[config.mk]
export PLATFORM = sky130hd
export DESIGN_NAME = note_sequencer
export DESIGN_NICKNAME = d
export VERILOG_FILES = /design/src/rtl/note_sequencer.sv
export SDC_FILE = /design/constraint.sdc
export NUM_CORES = 1
export LEC_CHECK = 0
export ABC_CLOCK_PERIOD_IN_PS = 12500
export BUFFER_PORTS_ARGS = -buffer_cell sky130_fd_sc_hd__buf_2
export CAP_MARGIN = 20
export CELL_PAD_IN_SITES_DETAIL_PLACEMENT = 2
export CELL_PAD_IN_SITES_GLOBAL_PLACEMENT = 2
export CORE_ASPECT_RATIO = 0.9
export CORE_MARGIN = 5
export CORE_UTILIZATION = 43
export CTS_CLUSTER_SIZE = 8
export DETAILED_ROUTE_END_ITERATION = 6
export PLACE_DENSITY_LB_ADDON = 0.15
export SYNTH_ARGS = -nofsm -noshare
export SYNTH_HDL_FRONTEND = slang
export SYNTH_SLANG_ARGS = --single-unit
[constraint.sdc]
create_clock -name clk -period 12.5 [get_ports clk]
set_input_delay 0.625 -clock clk [delete_from_list [all_inputs] [get_ports clk]]
set_output_delay 0.625 -clock clk [all_outputs]
set_load 0.005 [all_outputs]
[src/rtl/note_sequencer.sv]
// Looping step sequencer driving a voice's note code and gate.
// Optional feature macro: SEQ_TRANSPOSE_EN adds a saturating per-step transpose input.
module note_sequencer #(
    parameter int FREQ_BITS      = 4,
    parameter int STEPS          = 8,
    parameter int QUARTER_CYCLES = 4410
) (
    input  logic                     clk,
    input  logic                     rst,
    input  logic                     run,
    input  logic [3:0]               tempo,
    input  logic [1:0]               gate_len,
    input  logic [$clog2(STEPS)-1:0] last_step,
    input  logic                     wr_en,
    input  logic [$clog2(STEPS)-1:0] wr_addr,
    input  logic [FREQ_BITS:0]       wr_data,
`ifdef SEQ_TRANSPOSE_EN
    input  logic [1:0]               transpose,
`endif
    output logic [FREQ_BITS-1:0]     tone_freq_bin,
    output logic                     hold,
    output logic [$clog2(STEPS)-1:0] step_idx,
    output logic                     step_strobe
);

    localparam int IDX_W = $clog2(STEPS);
    localparam int CNT_W = $clog2(16 * QUARTER_CYCLES + 1);

    typedef enum logic [0:0] {IDLE = 1'b0, PLAY = 1'b1} state_t;

`ifdef SEQ_TRANSPOSE_EN
    function automatic logic [FREQ_BITS-1:0] sat_add(input logic [FREQ_BITS-1:0] note,
                                                     input logic [1:0] shift);
        logic [FREQ_BITS:0] sum;
        sum = {1'b0, note} + (FREQ_BITS+1)'(shift);
        return sum[FREQ_BITS] ? {FREQ_BITS{1'b1}} : sum[FREQ_BITS-1:0];
    endfunction
`endif

    state_t               state_r;
    logic [FREQ_BITS:0]   pattern_r [STEPS];
    logic [3:0]           tempo_r;
    logic [1:0]           gate_len_r;
    logic [CNT_W-1:0]     cyc_cnt_r;
    logic [1:0]           qtr_cnt_r;
    logic [FREQ_BITS-1:0] tone_r;
    logic                 hold_r;
    logic                 strobe_r;
    logic [IDX_W-1:0]     step_idx_r;

    logic [CNT_W-1:0]     q_last_s;
    logic                 cyc_wrap_s;
    logic                 step_end_s;
    logic [IDX_W-1:0]     last_eff_s;
    logic [IDX_W-1:0]     next_idx_s;
    logic                 start_s;
    logic [IDX_W-1:0]     start_idx_s;
    logic [FREQ_BITS:0]   entry_s;
    logic [FREQ_BITS-1:0] played_s;
    logic [CNT_W-1:0]     next_cyc_s;
    logic [1:0]           next_qtr_s;
    logic                 next_hold_s;

    // Step timing, loop wrap and step-start decode.
    always_comb begin
        q_last_s    = CNT_W'((32'(tempo_r) + 32'd1) * 32'(QUARTER_CYCLES) - 32'd1);
        cyc_wrap_s  = (cyc_cnt_r == q_last_s);
        step_end_s  = cyc_wrap_s && (qtr_cnt_r == 2'd3);
        last_eff_s  = (32'(last_step) > 32'(STEPS - 1)) ? IDX_W'(STEPS - 1) : last_step;
        next_idx_s  = (step_idx_r >= last_eff_s) ? {IDX_W{1'b0}} : step_idx_r + IDX_W'(1);
        next_cyc_s  = cyc_wrap_s ? {CNT_W{1'b0}} : cyc_cnt_r + CNT_W'(1);
        next_qtr_s  = cyc_wrap_s ? qtr_cnt_r + 2'd1 : qtr_cnt_r;
        // hold_r is already low on rest steps, so it only ever falls within a step
        next_hold_s = hold_r && ((gate_len_r == 2'd3) || (next_qtr_s <= gate_len_r));
        start_s     = 1'b0;
        start_idx_s = {IDX_W{1'b0}};
        case (state_r)
            IDLE: begin
                start_s     = run;
                start_idx_s = {IDX_W{1'b0}};
            end
            PLAY: begin
                start_s     = run && step_end_s;
                start_idx_s = next_idx_s;
            end
            default: begin
                start_s     = 1'b0;
                start_idx_s = {IDX_W{1'b0}};
            end
        endcase
        entry_s = pattern_r[start_idx_s];
`ifdef SEQ_TRANSPOSE_EN
        played_s = sat_add(entry_s[FREQ_BITS-1:0], transpose);
`else
        played_s = entry_s[FREQ_BITS-1:0];
`endif
    end

    // Pattern memory, play FSM, counters and registered outputs.
    always_ff @(posedge clk) begin
        if (rst) begin
            state_r    <= IDLE;
            tempo_r    <= 4'd0;
            gate_len_r <= 2'd0;
            cyc_cnt_r  <= {CNT_W{1'b0}};
            qtr_cnt_r  <= 2'd0;
            tone_r     <= {FREQ_BITS{1'b0}};
            hold_r     <= 1'b0;
            strobe_r   <= 1'b0;
            step_idx_r <= {IDX_W{1'b0}};
            for (int i = 0; i < STEPS; i++) begin
                pattern_r[i] <= {1'b1, {FREQ_BITS{1'b0}}};
            end
        end else begin
            if (wr_en) begin
                pattern_r[wr_addr] <= wr_data;
            end
            if (start_s) begin
                state_r    <= PLAY;
                step_idx_r <= start_idx_s;
                strobe_r   <= 1'b1;
                tempo_r    <= tempo;
                gate_len_r <= gate_len;
                cyc_cnt_r  <= {CNT_W{1'b0}};
                qtr_cnt_r  <= 2'd0;
                hold_r     <= ~entry_s[FREQ_BITS];
                if (!entry_s[FREQ_BITS]) begin
                    tone_r <= played_s;
                end else begin
                    tone_r <= tone_r;
                end
            end else if ((state_r == PLAY) && run) begin
                strobe_r  <= 1'b0;
                cyc_cnt_r <= next_cyc_s;
                qtr_cnt_r <= next_qtr_s;
                hold_r    <= next_hold_s;
            end else begin
                // stopped: the pitch is kept so the envelope release stays in tune
                state_r    <= IDLE;
                strobe_r   <= 1'b0;
                hold_r     <= 1'b0;
                step_idx_r <= {IDX_W{1'b0}};
            end
        end
    end

    assign tone_freq_bin = tone_r;
    assign hold          = hold_r;
    assign step_idx      = step_idx_r;
    assign step_strobe   = strobe_r;

endmodule

==> flow_metrics.env, run 1 <==
export IMPL_status="completed"
export IMPL_drt_wl_total_um=17900
export IMPL_synth_area_leaders="edfxtp_1, dfxtp_1, ha_1"
export IMPL_post_cts_buffers=0
export IMPL_clock_fmax_mhz=141
export IMPL_synthCells=569
export IMPL_postLayoutCoreUtil_pct=47.9
export IMPL_tightest_slew_ns=0.944
export IMPL_instances_no_fill=759
export IMPL_htreeDepth=3
export IMPL_register_area_um2=1900
export IMPL_yosysSeqAreaShare_pct=34.3
export IMPL_crit_required_ns=12.69
export IMPL_synth_top_area_share_pct=21.7
export IMPL_synth_flop_cell="edfxtp_1"
export IMPL_critPathKind="flop to flop"
export IMPL_drc_errors=0
export IMPL_slew_viol_final=0
export IMPL_period_share_pct=56.8
export IMPL_dr_wl_met2_um=8250
export IMPL_met1_length_um=8670
export IMPL_syn_nets=631
export IMPL_endpoint_kind="flop"
export IMPL_dp_cells=743
export IMPL_grt_pass1_wl_um=28300
export IMPL_worstHoldStart="step_idx[1]"
export IMPL_hp_class="flop to flop"
export IMPL_peakVddDrop_uv=64.7
export IMPL_p_leak_nw=2.48
export IMPL_powerDensity_nw_per_um2=113
export IMPL_die_height_um=118
export IMPL_dieArea_um2=15300
export IMPL_ctsHoldBuffers=0
export IMPL_core_area_um2=12700
export IMPL_crit_path_max_fanout=10
export IMPL_drtIter0Drc=297
export IMPL_dp_slack_ns=5.57
export IMPL_ioPinCount=30
export IMPL_area_growth_pct=9.63
export IMPL_clock_sinks=75
export IMPL_wl_per_cell_um=23.6
export IMPL_hpwl_um=13800
export IMPL_routabilityCongestion=0.840
export IMPL_track_usage_pct=24.1
export IMPL_clk_insertion_delay_late_ns=0.34
export IMPL_skew_ns=0.00945
export IMPL_hold_viol_final=0
export IMPL_port_buffer_count=29
export IMPL_initial_core_util_pct=43.7
export IMPL_clkTransAtPathRegs_ns=0.06
export IMPL_slew_headroom_pct=37.1
export IMPL_grt_pass1_vias=4923
export IMPL_reg2reg_from="tempo_r[0]"
export IMPL_ys_ff_latch=75
export IMPL_period_needed_ns=7.10
export IMPL_async_flop_share_pct=0
export IMPL_rr_endpoint="hold"
export IMPL_numCtsBuffers=9
export IMPL_first_pass_iters=5
export IMPL_rows=39
export IMPL_avgSynthCellArea_um2=9.75
export IMPL_synth_edf_count=40
export IMPL_crit_arrival_ns=7.29
export IMPL_overflow=0
export IMPL_routed_top_layer="met5"
export IMPL_finalWorstSetupSlack_ns=5.40
export IMPL_vias_per_cell=5.94
export IMPL_setup_tns_final_ns=0
export IMPL_p_total_mw=0.687
export IMPL_die_w_um=130
export IMPL_vias=4507
export IMPL_clockBufferDepth=2
export IMPL_antenna_found_initial=1
export IMPL_cts_tree="built"
export IMPL_yosys_warnings=0
export IMPL_dr_wl_met3_um=742
export IMPL_min_to="step_idx[1]"
export IMPL_n_antenna_cell=0
export IMPL_drive_gt1_share_pct=15.3
export IMPL_hold_depth=2
export IMPL_layout_nets=652
export IMPL_rrSetupSlack_ns=5.40
export IMPL_multi_input_area_um2=3450
export IMPL_cp_start_kind="flop"
export IMPL_root_buffer="clkbuf_16"
export IMPL_synth_distinct_cells=83
export IMPL_r2r_cells=22
export IMPL_syn_area_um2=5550
export IMPL_ant_nets=0
export IMPL_rsz0062_at_grt="false"
export IMPL_cts_resized=0
export IMPL_maxCapViolCount=0
export IMPL_fillers=1373
export IMPL_setup_viol=0
export IMPL_grt_max_degree=48
export IMPL_synth_area_leader_cell="edfxtp_1"
## power by group
group	total, mW	switching (mW)	internal, mW
sequential	0.277	0.00661	0.270
clock	0.248	0.112	0.135
combinational	0.163	0.101	0.0618
## cell usage after synthesis (6+ instances only)
cell type  instances
nand2_1           43
edfxtp_1          40
and2_1            39
dfxtp_1           35
ha_1              35
xnor2_1           28
nor2_1            27
nand3_1           24
inv_1             22
nand2b_1          20
a21oi_1           19
nor3_1            17
or3_1             17
xor2_1            16
clkbuf_1          13
o211ai_1          12
mux2i_1           11
or2_2             11
a211oi_1          10
nor3_2            10
and3_1             8
nor2b_1            8
fa_1               6
## worst max-delay path: stages (launching register included)
cell      delay (ns)
dfxtp_1         0.49
ha_1            0.29
xor2_1          0.51
inv_2           0.20
fa_1            0.53
inv_1           0.05
ha_1            0.20
fa_1            0.44
ha_1            0.49
o21a_1          0.22
o21a_1          0.27
o211ai_1        0.17
a211oi_1        0.51
nor3b_1         0.39
xnor2_1         0.19
nand4_2         0.26
or3_4           0.50
mux2_2          0.29
ha_1            0.31
a21oi_1         0.09
a221o_1         0.28
a41oi_1         0.21
nor2_1          0.05
## flip-flops by register name, summed over array words and instances (netlist names), 2 cells and up
signal / flops
pattern_r: 40
tone_freq_bin: 4
step_idx: 3
qtr_cnt_r: 2
tempo_r: 4
gate_len_r: 2
cyc_cnt_r: 17
## through the flow
step	hold WS, ns	cell area (um^2)
5_1_grt	0.535	6080
2_1_floorplan	0.465	5550
4_1_cts	0.521	6080
6_report	0.513	6080
3_3_place_gp	0.485	5800
3_5_place_dp	0.511	5800
## worst max-delay path by stage
stage / from / to / slack, ns / cells past startpoint
floorplan: tempo_r[0] / hold / 6.45 / 22
global placement: tempo_r[0] / hold / 5.99 / 22
detailed placement: tempo_r[0] / hold / 5.57 / 22
CTS: tempo_r[0] / hold / 5.39 / 22
global route: tempo_r[0] / hold / 4.83 / 22
finish: tempo_r[0] / hold / 5.40 / 22
## cell usage in the layout, fill, tap and decap left out, types with 3 or more instances in the layout
master,synthesis,final
nor3b_1,3,3
a21oi_1,19,19
or2_2,11,11
and2_1,39,39
edfxtp_1,40,40
buf_2,3,29
dfxtp_1,35,35
a31oi_1,4,4
clkinvlp_4,0,4
xnor2_1,28,28
ha_1,35,35
o2111ai_1,4,4
nor2b_1,8,8
a21o_1,4,4
o21a_1,4,4
fa_1,6,6
nand4_1,5,5
nand2b_1,20,20
xnor3_1,3,3
and3_1,8,8
nor3_2,10,10
o211a_1,5,5
xor2_1,16,16
or3_1,17,17
mux2i_1,11,11
a211oi_1,10,10
nand2_1,43,43
nor2_1,27,27
inv_1,22,22
nor3_1,17,17
nand3_1,24,24
o2bb2ai_1,3,3
o211ai_1,12,12
and4_1,3,3
clkbuf_16,0,9
## cell type report
type                       count  share of cell area (%)
clock buffer                   9                    3.70
clock inverter                 7                   0.864
inverter                      24                    1.48
multi-input combinational    450                    56.8
sequential                    75                    31.3
tap                          164                    3.37
timing repair buffer          30                    2.51
## per-layer routing
metal / up-vias / GRT usage [%]
li1: 2096 / -
met2: 97 / 37.4
met1: 2293 / 34.8
met5: - / 0
met4: 2 / 4.81
met3: 19 / 4.76
## cell families (layout without fill, tap and decap cells)
kind of cell | count (synthesis) | in the layout | share of synthesized area [%]
buf+inv | 44 | 70 | 3.45
fa+ha+maj | 41 | 41 | 10.1
mux | 12 | 12 | 2.19
simple gates | 251 | 251 | 26.3
flops | 75 | 75 | 34.3
compound gates | 96 | 96 | 14.5
xor+xnor | 50 | 50 | 9.18
No activity file was read; power rests on OpenSTA's default activity.
==> run 2: changes to the inputs <==
--- a/config.mk
+++ b/config.mk
@@ -5,14 +5,14 @@
 export SDC_FILE = /design/constraint.sdc
 export NUM_CORES = 1
 export LEC_CHECK = 0
-export ABC_CLOCK_PERIOD_IN_PS = 12500
+export ABC_CLOCK_PERIOD_IN_PS = 7200
 export BUFFER_PORTS_ARGS = -buffer_cell sky130_fd_sc_hd__buf_2
 export CAP_MARGIN = 20
 export CELL_PAD_IN_SITES_DETAIL_PLACEMENT = 2
 export CELL_PAD_IN_SITES_GLOBAL_PLACEMENT = 2
 export CORE_ASPECT_RATIO = 0.9
 export CORE_MARGIN = 5
-export CORE_UTILIZATION = 43
+export CORE_UTILIZATION = 40
 export CTS_CLUSTER_SIZE = 8
 export DETAILED_ROUTE_END_ITERATION = 6
 export PLACE_DENSITY_LB_ADDON = 0.15
==> constraint.sdc (replaced) <==
create_clock -name clk -period 7.2 [get_ports clk]
set_input_delay 0.36 -clock clk [delete_from_list [all_inputs] [get_ports clk]]
set_output_delay 0.36 -clock clk [all_outputs]
set_load 0.005 [all_outputs]
==> run 2 against run 1 <==
Compared with the run above: cell area up 0.84%; fmax rose by 5.4%; die area grew 6.9%; worst setup slack lost 4.9 ns; register-to-register slack worse by 4.9 ns; non-clock buffer count rose by 1; count of clock-buffer cells in the layout unchanged; routed wire length shrank 6.5%; largest cell class unchanged; highest routed layer is now met4.
==> flow_metrics.env, run 2 (same netlist as run 1, synthesis figures left out) <==
export IMPL_slew_viol_final=0
export IMPL_crit_path_max_fanout=10
export IMPL_p_clk_share_pct=38.0
export IMPL_track_usage_pct=21.7
export IMPL_grt_pass1_vias=4973
export IMPL_clkTransAtPathRegs_ns=0.06
export IMPL_tightest_slew_ns=0.989
export IMPL_hp_class="primary input to flop"
export IMPL_crit_arrival_ns=6.93
export IMPL_port_buffer_count=29
export IMPL_rsz0062_at_grt="false"
export IMPL_antenna_found_initial=0
export IMPL_largest_register="pattern_r"
export IMPL_clock_fmax_mhz=149
export IMPL_layout_commonest_cell="nand2_1"
export IMPL_rr_endpoint="hold"
export IMPL_setup_tns_final_ns=0
export IMPL_initial_core_util_pct=41.2
export IMPL_clock_sinks=75
export IMPL_p_leak_nw=2.51
export IMPL_hpwl_um=12700
export IMPL_area_growth_pct=10.6
export IMPL_hold_viol_final=0
export IMPL_die_height_um=122
export IMPL_dp_cells=748
export IMPL_overflow=0
export IMPL_htreeDepth=3
export IMPL_routabilityCongestion=0.828
export IMPL_p_total_mw=1.23
export IMPL_grt_pass1_wl_um=27400
export IMPL_reg2reg_from="tempo_r[0]"
export IMPL_numCtsBuffers=9
export IMPL_holdWs_ns=0.265
export IMPL_power_frac_comb_pct=23.0
export IMPL_drc_errors=0
export IMPL_fillers=1434
export IMPL_clockBufferDepth=2
export IMPL_root_buffer="clkbuf_16"
export IMPL_hold_depth=3
export IMPL_period_share_pct=93.5
export IMPL_setup_viol=0
export IMPL_largest_register_ffs=40
export IMPL_layout_nets=653
export IMPL_final_cell_mix="nand2_1, edfxtp_1, and2_1, dfxtp_1, ha_1"
export IMPL_core_area_um2=13500
export IMPL_skew_ns=0.00967
export IMPL_switching_share_pct=30.9
export IMPL_n_antenna_cell=0
export IMPL_top_regs="pattern_r x40, cyc_cnt_r x17"
export IMPL_crit_required_ns=7.40
export IMPL_seqPwrFrac_pct=39.0
export IMPL_drive_gt1_share_pct=15.8
export IMPL_p_switching_mw=0.380
export IMPL_ctsHoldBuffers=0
export IMPL_drtIter0Drc=167
export IMPL_cts_tree="built"
export IMPL_worstSetupStartpoint="tempo_r[0]"
export IMPL_drt_wl_total_um=16700
export IMPL_period_needed_ns=6.73
export IMPL_maxCapViolCount=0
export IMPL_critPathKind="flop to flop"
export IMPL_first_pass_iters=4
export IMPL_intPower_mw=0.848
export IMPL_die_w_um=134
export IMPL_vias_per_cell=5.79
export IMPL_r2r_cells=22
export IMPL_rows=40
export IMPL_powerDensity_nw_per_um2=200
export IMPL_ant_nets=0
export IMPL_vias=4427
export IMPL_endpoint="hold"
export IMPL_grt_max_degree=48
export IMPL_rrSetupSlack_ns=0.47
export IMPL_cp_start_kind="flop"
export IMPL_instances_no_fill=764
export IMPL_endpoint_kind="flop"
export IMPL_clk_insertion_delay_late_ns=0.35
export IMPL_peakVddDrop_uv=132
export IMPL_wl_per_cell_um=21.9
export IMPL_dieArea_um2=16300
export IMPL_slew_headroom_pct=34.0
export IMPL_status="completed"
export IMPL_ioPinCount=30
run 2: worst min path at each step:
stage	startpoint	to	slack, ns
5_1_grt	gate_len[1]	gate_len_r[1]	0.27
6_report	tempo[3]	tempo_r[3]	0.27
3_5_place_dp	tone_freq_bin[1]	tone_freq_bin[1]	0.50
3_3_place_gp	tone_freq_bin[1]	tone_freq_bin[1]	0.49
4_1_cts	tempo[3]	tempo_r[3]	0.26
2_1_floorplan	gate_len_r[1]	gate_len_r[1]	0.47
run 2: worst max-delay path, stage by stage, from the launching register on:
cell and delay (ns):
dfxtp_1 0.49, ha_1 0.31, xor2_2 0.36, inv_2 0.16, fa_1 0.50, inv_1 0.04, ha_1 0.20, fa_1 0.44
ha_1 0.44, a21o_1 0.29, a211oi_4 0.37, o41ai_1 0.17, or3_1 0.40, xnor2_1 0.16, xnor2_1 0.23, nand4_2 0.31
or3_4 0.52, mux2_2 0.30, ha_1 0.30, a21oi_1 0.06, a221o_1 0.26, a41oi_1 0.21, nor2_1 0.05
run 2: layer usage:
layer	wire, um	track usage [%]	vias up
met4	146	4.01	0
li1	-	-	2101
met1	8140	30.0	2235
met3	674	5.16	16
met2	7770	35.1	75
met5	0	0	-
run 2: cell type report:
type	count	area, um^2	share of cell area (%)
clock buffers	9	225	3.67
clock inverters	7	76.3	1.24
inverters	24	90.1	1.47
multi-input cells	450	3470	56.6
flip-flops and latches	75	1900	31.0
well taps	168	210	3.43
repair buffers	31	160	2.61
run 2: power groups by stage:
stage | logic [mW] | registers [mW] | clock network [mW]
finish | 0.282 | 0.479 | 0.467
floorplan | 0.211 | 0.484 | 0
CTS | 0.281 | 0.479 | 0.475
global placement | 0.262 | 0.488 | 0
global route | 0.309 | 0.481 | 0.497
detailed placement | 0.277 | 0.489 | 0
run 2: through the flow:
step                      utilization [%]  area (um^2)  setup slack, ns
after floorplan                         -         5550             1.15
final                                45.5         6130            0.466
after CTS                            45.4         6120            0.178
after global placement               43.2         5820            0.561
after detailed placement             43.2         5820            0.220
after global routing                 45.5         6130           0.0859
run 2: what timing repair did:
item,CTS,global route
setup endpoints to repair,0,1
setup buffers,0,0
resized for setup,0,3
==> run 3: changes to the inputs <==
--- a/config.mk
+++ b/config.mk
@@ -16,6 +16,7 @@
 export CTS_CLUSTER_SIZE = 8
 export DETAILED_ROUTE_END_ITERATION = 6
 export PLACE_DENSITY_LB_ADDON = 0.15
+export RECOVER_POWER = 50
 export SYNTH_ARGS = -nofsm -noshare
 export SYNTH_HDL_FRONTEND = slang
 export SYNTH_SLANG_ARGS = --single-unit
==> run 3 against run 2 <==
Compared with the run above: worst setup slack lost 0.0039 ns; die area is the same; clock skew is essentially flat; sequential power is essentially flat; largest power group unchanged.
==> flow_metrics.env, run 3 (same netlist as run 1, synthesis figures left out) <==
export IMPL_slew_headroom_pct=35.2
export IMPL_vias=4410
export IMPL_port_buffer_count=29
export IMPL_peakVddDrop_uv=133
export IMPL_clock_fmax_mhz=148
export IMPL_antenna_found_initial=0
export IMPL_holdWs_ns=0.267
export IMPL_grt_pass1_vias=4973
export IMPL_hold_viol_final=0
export IMPL_die_height_um=122
export IMPL_cp_start_kind="flop"
export IMPL_hpwl_um=12700
export IMPL_final_cell_mix="nand2_1, edfxtp_1, dfxtp_1, ha_1, xnor2_1"
export IMPL_crit_arrival_ns=6.94
export IMPL_cts_tree="built"
export IMPL_endpoint_kind="flop"
export IMPL_path_buf_inv=2
export IMPL_powerDensity_nw_per_um2=200
export IMPL_post_cts_buffers=0
export IMPL_clkTransAtPathRegs_ns=0.06
export IMPL_area_growth_pct=10.4
export IMPL_clock_sinks=75
export IMPL_critPathKind="flop to flop"
export IMPL_vias_per_cell=5.77
export IMPL_path_common_cell="ha_1"
export IMPL_die_w_um=134
export IMPL_tightest_slew_ns=0.973
export IMPL_grt_max_degree=48
export IMPL_p_leak_nw=2.45
export IMPL_drt_wl_total_um=16700
export IMPL_grt_pass1_wl_um=27400
export IMPL_drc_errors=0
export IMPL_dieArea_um2=16300
export IMPL_initial_core_util_pct=41.2
export IMPL_routabilityCongestion=0.828
export IMPL_setup_viol=0
export IMPL_cp_slowest_stage_delay_ns=0.52
export IMPL_crit_required_ns=7.40
export IMPL_period_needed_ns=6.74
export IMPL_crit_family="adder cells"
export IMPL_top_regs="pattern_r x40, cyc_cnt_r x17"
export IMPL_overflow=0
export IMPL_rsz0062_at_grt="false"
export IMPL_drtIter0Drc=157
export IMPL_clockBufferDepth=2
export IMPL_rows=40
export IMPL_core_area_um2=13500
export IMPL_root_buffer="clkbuf_16"
export IMPL_htreeDepth=3
export IMPL_track_usage_pct=21.7
export IMPL_crit_path_max_fanout=10
export IMPL_crit_chain="ha_1 > xor2_2 > inv_2 > fa_1 > inv_1 > ha_1 > fa_1 > ha_1 > a21o_1 > a211oi_4 > o41ai_1 > or3_1 > xnor2_1 > xnor2_1 > nand4_2 > or3_4 > mux2_2 > ha_1 > a21oi_1 > a221o_1 > a41oi_1 > nor2_1"
export IMPL_ant_nets=0
export IMPL_n_antenna_cell=0
export IMPL_drive_gt1_share_pct=13.9
export IMPL_largest_register="pattern_r"
export IMPL_hp_class="primary input to flop"
export IMPL_postLayoutCoreUtil_pct=45.5
export IMPL_wl_per_cell_um=21.9
export IMPL_skew_ns=0.00968
export IMPL_cp_slowest_cell="or3_4"
export IMPL_p_total_mw=1.22
export IMPL_slew_viol_final=0
export IMPL_largest_register_ffs=40
export IMPL_setup_tns_final_ns=0
export IMPL_clk_insertion_delay_late_ns=0.35
export IMPL_numCtsBuffers=9
export IMPL_placed_area_um2=5820
export IMPL_first_pass_iters=4
export IMPL_layout_commonest_cell="nand2_1"
export IMPL_status="completed"
export IMPL_period_share_pct=93.6
export IMPL_ioPinCount=30
export IMPL_fin_area_um2=6120
export IMPL_layout_nets=653
export IMPL_maxCapViolCount=0
[run 3: cell count changes in the layout (fill, tap and decap cells not counted), sizes merged]
cell,change
clkbuf,+9
buf,-9
[run 3: stage by stage]
step / setup WS [ns] / std cells
finish: 0.462 / 764
global route: 0.0859 / 764
CTS: 0.178 / 764
detailed placement: 0.220 / 748
global placement: 0.561 / 748
floorplan: 1.15 / 569
[run 3: worst min-delay path: stages]
cell and delay, ns:
buf_2 0.10, nand2b_1 0.06, mux2i_1 0.05
[run 3: path summary, 6_finish.rpt]
check,startpoint,to,slack (ns),cells past startpoint
setup / recovery,tempo_r[0],hold,0.46,22
setup reg to reg,tempo_r[0],hold,0.46,22
hold / removal,tempo[3],tempo_r[3],0.27,3
hold reg to reg,tone_freq_bin[2],tone_freq_bin[2],0.50,2
[run 3: metal layers]
layer / track usage, % / up-vias / routed length (um)
met5: 0 / - / 0
met4: 4.01 / 0 / 145
met3: 5.16 / 14 / 865
met2: 35.1 / 80 / 7800
met1: 30.0 / 2218 / 7910
li1: - / 2098 / -
[run 3: cell type report]
class                      instances  area (um^2)
inverter                          24         90.1
clock inverter                     7         76.3
fill                            1439         7340
tap                              168          210
multi-input combinational        450         3470
clock buffer                       9          225
timing repair buffer              31          149
sequential                        75         1900
[run 3: what timing repair did]
| item | in CTS | in global routing |
|---|---|---|
| gates resized for setup | 0 | 3 |
| hold buffers | 0 | 0 |
| setup endpoints to repair | 0 | 1 |
[run 3: report_power, final]
| group | switching [mW] | internal (mW) | leakage [nW] |
|---|---|---|---|
| Clock | 0.192 | 0.271 | 0.149 |
| Combinational | 0.173 | 0.107 | 1.63 |
| Sequential | 0.0106 | 0.469 | 0.671 |
